--- src/rtl/press_event_counter_if.sv ---
// Signal bundle between the debouncer side and the press event counter.
// The counter is the slave: it consumes db and produces ticks, count and busy.
interface press_event_counter_if;
  logic        db;
  logic        press_tick;
  logic        release_tick;
  logic        long_tick;
  logic        ovf_tick;
  logic [15:0] count;
  logic        busy;

  modport slave (
    input  db,
    output press_tick, release_tick, long_tick, ovf_tick, count, busy
  );

  modport master (
    output db,
    input  press_tick, release_tick, long_tick, ovf_tick, count, busy
  );
endinterface

--- src/rtl/press_event_counter.sv ---
// Press event counter: classifies debounced presses as short or long,
// emits one-cycle event ticks and keeps a 4-digit BCD count of short presses.
//
//   state       | meaning
//   ------------+------------------------------------------------------
//   S_IDLE      | button released, waiting for a rising edge on db
//   S_PRESSED   | press accepted, timing the hold against LONG_TICKS
//   S_LONG_HELD | press became long (count cleared), waiting for release
module press_event_counter #(
  parameter int N          = 19,
  parameter int LONG_TICKS = 8
) (
  input  logic                 clk,
  input  logic                 reset,
  press_event_counter_if.slave bus
);

  typedef enum logic [1:0] {
    S_IDLE      = 2'd0,
    S_PRESSED   = 2'd1,
    S_LONG_HELD = 2'd2
  } state_t;

  localparam logic [7:0] LONG_LAST = 8'(LONG_TICKS - 1);

  state_t        r_state;
  logic          r_db_d;
  logic [N-1:0]  r_presc;
  logic [7:0]    r_hold_cnt;
  logic [15:0]   r_count;
  logic          r_press_tick;
  logic          r_release_tick;
  logic          r_long_tick;
  logic          r_ovf_tick;

  state_t        w_state_nxt;
  logic [N-1:0]  w_presc_nxt;
  logic [7:0]    w_hold_nxt;
  logic [15:0]   w_count_nxt;
  logic          w_press_nxt;
  logic          w_release_nxt;
  logic          w_long_nxt;
  logic          w_ovf_nxt;

  logic          w_rise;
  logic          w_fall;
  logic          w_m_tick;
  logic [15:0]   w_count_inc;
  logic          w_count_wrap;

  assign w_rise       = bus.db & ~r_db_d;
  assign w_fall       = ~bus.db & r_db_d;
  assign w_m_tick     = &r_presc;
  assign w_count_wrap = (r_count == 16'h9999);

  // BCD increment of the count: ripple a carry through digits that sit at 9.
  always_comb begin : bcd_inc
    logic carry;
    carry       = 1'b1;
    w_count_inc = r_count;
    for (int d = 0; d < 4; d++) begin
      if (carry) begin
        if (r_count[d*4 +: 4] == 4'd9) begin
          w_count_inc[d*4 +: 4] = 4'd0;
        end else begin
          w_count_inc[d*4 +: 4] = r_count[d*4 +: 4] + 4'd1;
          carry = 1'b0;
        end
      end
    end
  end

  // Next-state and next-output decode; fall is checked before the long
  // timeout so a release coinciding with the final m_tick counts as short.
  always_comb begin
    w_state_nxt   = r_state;
    w_presc_nxt   = r_presc + 1'b1;
    w_hold_nxt    = r_hold_cnt;
    w_count_nxt   = r_count;
    w_press_nxt   = 1'b0;
    w_release_nxt = 1'b0;
    w_long_nxt    = 1'b0;
    w_ovf_nxt     = 1'b0;
    unique case (r_state)
      S_IDLE: begin
        if (w_rise) begin
          w_state_nxt = S_PRESSED;
          w_press_nxt = 1'b1;
          w_presc_nxt = '0;
          w_hold_nxt  = 8'd0;
        end
      end
      S_PRESSED: begin
        if (w_m_tick) begin
          w_hold_nxt = r_hold_cnt + 8'd1;
        end
        if (w_fall) begin
          w_state_nxt   = S_IDLE;
          w_release_nxt = 1'b1;
          w_count_nxt   = w_count_inc;
          w_ovf_nxt     = w_count_wrap;
        end else if (w_m_tick && (r_hold_cnt == LONG_LAST)) begin
          w_state_nxt = S_LONG_HELD;
          w_long_nxt  = 1'b1;
          w_count_nxt = 16'h0000;
        end
      end
      S_LONG_HELD: begin
        if (w_fall) begin
          w_state_nxt   = S_IDLE;
          w_release_nxt = 1'b1;
        end
      end
      default: begin
        w_state_nxt = S_IDLE;
      end
    endcase
  end

  // State register; reset aborts any press in progress.
  always_ff @(posedge clk) begin
    if (!reset) begin
      r_state <= S_IDLE;
    end else begin
      r_state <= w_state_nxt;
    end
  end

  // Datapath and tick registers; db_d resets high so a held button is ignored.
  always_ff @(posedge clk) begin
    if (!reset) begin
      r_db_d         <= 1'b1;
      r_presc        <= '0;
      r_hold_cnt     <= 8'd0;
      r_count        <= 16'h0000;
      r_press_tick   <= 1'b0;
      r_release_tick <= 1'b0;
      r_long_tick    <= 1'b0;
      r_ovf_tick     <= 1'b0;
    end else begin
      r_db_d         <= bus.db;
      r_presc        <= w_presc_nxt;
      r_hold_cnt     <= w_hold_nxt;
      r_count        <= w_count_nxt;
      r_press_tick   <= w_press_nxt;
      r_release_tick <= w_release_nxt;
      r_long_tick    <= w_long_nxt;
      r_ovf_tick     <= w_ovf_nxt;
    end
  end

  assign bus.press_tick   = r_press_tick;
  assign bus.release_tick = r_release_tick;
  assign bus.long_tick    = r_long_tick;
  assign bus.ovf_tick     = r_ovf_tick;
  assign bus.count        = r_count;
  assign bus.busy         = (r_state != S_IDLE);

endmodule

--- src/flat_wrapper.sv ---
// flat-port wrapper written by rule: the top's interface ports become plain ports
module press_event_counter_flat 
#(
  parameter int N          = 19,
  parameter int LONG_TICKS = 8
)
  (clk, reset, bus_db, bus_press_tick, bus_release_tick, bus_long_tick, bus_ovf_tick, bus_count, bus_busy);
  press_event_counter_if bus_i ();
  input  logic clk;
  input  logic reset;
  input wire logic [$bits(bus_i.db)-1:0] bus_db;
  output wire logic [$bits(bus_i.press_tick)-1:0] bus_press_tick;
  output wire logic [$bits(bus_i.release_tick)-1:0] bus_release_tick;
  output wire logic [$bits(bus_i.long_tick)-1:0] bus_long_tick;
  output wire logic [$bits(bus_i.ovf_tick)-1:0] bus_ovf_tick;
  output wire logic [$bits(bus_i.count)-1:0] bus_count;
  output wire logic [$bits(bus_i.busy)-1:0] bus_busy;
  assign bus_i.db = bus_db;
  assign bus_press_tick = bus_i.press_tick;
  assign bus_release_tick = bus_i.release_tick;
  assign bus_long_tick = bus_i.long_tick;
  assign bus_ovf_tick = bus_i.ovf_tick;
  assign bus_count = bus_i.count;
  assign bus_busy = bus_i.busy;
  press_event_counter #(.N(N), .LONG_TICKS(LONG_TICKS)) u_core (.clk(clk), .reset(reset), .bus(bus_i));
endmodule
--- config.mk ---
export PLATFORM = sky130hd
export DESIGN_NAME = press_event_counter_flat
export DESIGN_NICKNAME = d
export VERILOG_FILES = /design/src/rtl/press_event_counter_if.sv /design/src/rtl/press_event_counter.sv /design/src/flat_wrapper.sv
export SDC_FILE = /design/constraint.sdc
export NUM_CORES = 1
export LEC_CHECK = 0
export ABC_AREA = 1
export CORE_AREA = 3 3 66 113
export DETAILED_ROUTE_END_ITERATION = 8
export DIE_AREA = 0 0 69 116
export MAX_ROUTING_LAYER = met4
export RECOVER_POWER = 100
export SYNTH_ARGS = -nofsm -noshare
export SYNTH_HDL_FRONTEND = slang
export SYNTH_SLANG_ARGS = --single-unit
--- constraint.sdc ---
create_clock -name clk -period 2.2 [get_ports clk]
set_clock_uncertainty 0.2 [all_clocks]
set_input_delay 0.33 -clock clk [delete_from_list [all_inputs] [get_ports clk]]
set_output_delay 0.33 -clock clk [all_outputs]
set_load 0.05 [all_outputs]
==> flow_metrics.env <==
export IMPL_numClockSinks=50
export IMPL_r2r_start="u_core.r_presc[0]"
export IMPL_status="complete, no violations"
export IMPL_synth_warning_count=0
export IMPL_synth_ff_type="dfxtp_1"
export IMPL_setup_tns_ns=0
export IMPL_crit_path_end_kind="primary output"
export IMPL_yosys_area_top_type="dfxtp_1"
export IMPL_yosys_top_cells_area="dfxtp_1 (37%), nand2_1 (9.7%), nor2_1 (7.1%)"
export IMPL_hold_viol_final=0
export IMPL_gp_congestion=0.860
export IMPL_numPortBuffers=23
export IMPL_ir_worst_vdd_mv=0.660
export IMPL_cp_max_fo=7
export IMPL_grt_setup_unrepaired="false"
export IMPL_fin_nets=410
export IMPL_tightest_slew_ns=0.575
export IMPL_setup_viol=0
export IMPL_finalNonFillerCells=477
export IMPL_vias_per_cell=4.99
export IMPL_worstPathRequired_ns=1.67
export IMPL_cp_top_family="buffers and inverters"
export IMPL_postRouteAntennaNets=0
export IMPL_antenna_cells=0
export IMPL_startpoint="u_core.bus.count[12]"
export IMPL_die_area_um2=8000
export IMPL_drive_above_1_share=0.104
export IMPL_p_per_area_nw_per_um2=805
export IMPL_clock_path_buffers=2
export IMPL_row_count=39
export IMPL_max_slew_margin=0.615
export IMPL_die_x_um=69
export IMPL_syn_area_per_cell_um2=7.35
export IMPL_fmax_mhz=472
export IMPL_final_common_cell="nand2_1"
export IMPL_start_kind="register"
export IMPL_grt_overflow_total=0
export IMPL_vias=2381
export IMPL_path_cells="clkdlybuf4s50_1"
export IMPL_clkLatencyLatePin_ns=0.29
export IMPL_start_util=0.404
export IMPL_drv_slew=0
export IMPL_grt_pass1_wl_um=10500
export IMPL_syn_area_um2=2680
export IMPL_synth_nets=381
export IMPL_wirelength_um=5760
export IMPL_synth_edf_count=0
export IMPL_grt_pass1_vias=2420
export IMPL_p_leak_uw=0.00124
export IMPL_drt_iter0_markers=84
export IMPL_min_path_type="reg2reg"
export IMPL_cp_arrival_ns=1.59
export IMPL_clockRootBuffer="clkbuf_16"
export IMPL_worst_hold_slack_ns=0.255
export IMPL_cts_buffers=5
export IMPL_slowest_delay_ns=0.85
export IMPL_pin_count=24
export IMPL_clk_pin_slew_ns=0.06
export IMPL_max_cap_violations=0
export IMPL_die_y_um=116
export IMPL_hold_start="u_core.r_presc[18]"
export IMPL_yosysUniqueCellTypes=35
export IMPL_path_buf_inv=1
export IMPL_core_um2=6640
export IMPL_post_drt_wl_per_cell_um=12.1
export IMPL_drc=0
export IMPL_mostFrequentLayoutCells="nand2_1 (69), nor2_1 (51), dfxtp_1 (50)"
export IMPL_cts_tree="done"
export IMPL_synthCells=365
export IMPL_fin_crit_sh=0.964
export IMPL_areaGrowthSynthToFinish_pct=18.6
export IMPL_synth_top_area_share=0.373
export IMPL_drt_first_pass_iters=4
export IMPL_path_class="reg2out"
export IMPL_grt_start_max_net_pins=23
export IMPL_grt_usage=0.165
export IMPL_dp_cells=469
export IMPL_period_minus_slack_ns=2.12
export IMPL_post_dp_hpwl_um=4480
export IMPL_htreeDepth=2
export IMPL_critical_path_slowest_cell="clkdlybuf4s50_1"
export IMPL_ys_seq_elements=50
export IMPL_antenna_found_initial=0
export IMPL_yosysSeqAreaShare=0.373
export IMPL_async_reset_ff_frac=0
export IMPL_cts_hold_buf=0
where the power goes:
group	switching [uW]	total [uW]	internal [uW]
sequential	39.4	992	953
clock	328	860	532
combinational	515	708	193
total	882	2560	1680
final cells by class:
class / count / area [um^2]
inverters: 39 / 151
flip-flops and latches: 50 / 1000
clock inverters: 3 / 40.0
multi-input cells: 269 / 1490
repair buffers: 29 / 267
clock buffers: 5 / 125
well taps: 82 / 103
fillers: 707 / 3460
cell families after synthesis:
group / count (synthesis) / share of synthesized area
AOI/OAI and AO/OA: 52 / 0.112
xor gates and xnor gates: 12 / 0.0392
adders and majority gates: 13 / 0.0607
buffers and inverters: 46 / 0.0700
DFF: 50 / 0.373
and+or+nand+nor: 192 / 0.344
cell usage after synthesis, drive strengths merged, types with 5 or more instances:
library cell and instances:
a21oi 32, clkbuf 5, dfxtp 50, ha 13, inv 38, nand2 80
nand3 28, nand4 11, nor2 56, nor3 10, o21ai 12, xnor2 5
xor2 7
metrics by stage:
step | utilization | instance area [um^2] | power, uW | setup WS (ns)
finish | 0.479 | 3180 | 2560 | 0.0798
CTS | 0.482 | 3200 | 2660 | 0.0754
floorplan | - | 2680 | 1560 | 0.216
global placement | 0.457 | 3030 | 1780 | 0.0755
global route | 0.479 | 3180 | 2740 | 0.0158
detailed placement | 0.457 | 3030 | 1790 | 0.0527
worst paths after layout:
path	to	slack [ns]	cells past startpoint
worst min-delay path	u_core.r_presc[18]	0.25	2
worst min register to register	u_core.r_presc[18]	0.25	2
worst max register to register	u_core.bus.count[8]	0.23	10
worst max-delay path	bus_count[12]	0.08	1
routing by layer:
layer	GRT usage	part of all wire
met3	0.0304	0.024
met2	0.313	0.55
met1	0.163	0.40
met5	-	0
met4	0.0678	0.018
sequential cells by signal, indices dropped and copies added (netlist names):
name / count
u_core.r_presc: 19
u_core.r_state: 2
u_core.bus.release_tick: 1
u_core.bus.long_tick: 1
u_core.bus.count: 16
u_core.bus.press_tick: 1
u_core.bus.ovf_tick: 1
u_core.r_hold_cnt: 8
u_core.r_db_d: 1
timing repair:
item / CTS / global route
endpoints found under the hold margin: 0 / 0
endpoints found under the setup margin: 0 / 4
setup buffers: 0 / 0
resized for setup: 0 / 2
No activity file was read; power rests on OpenSTA's default activity.
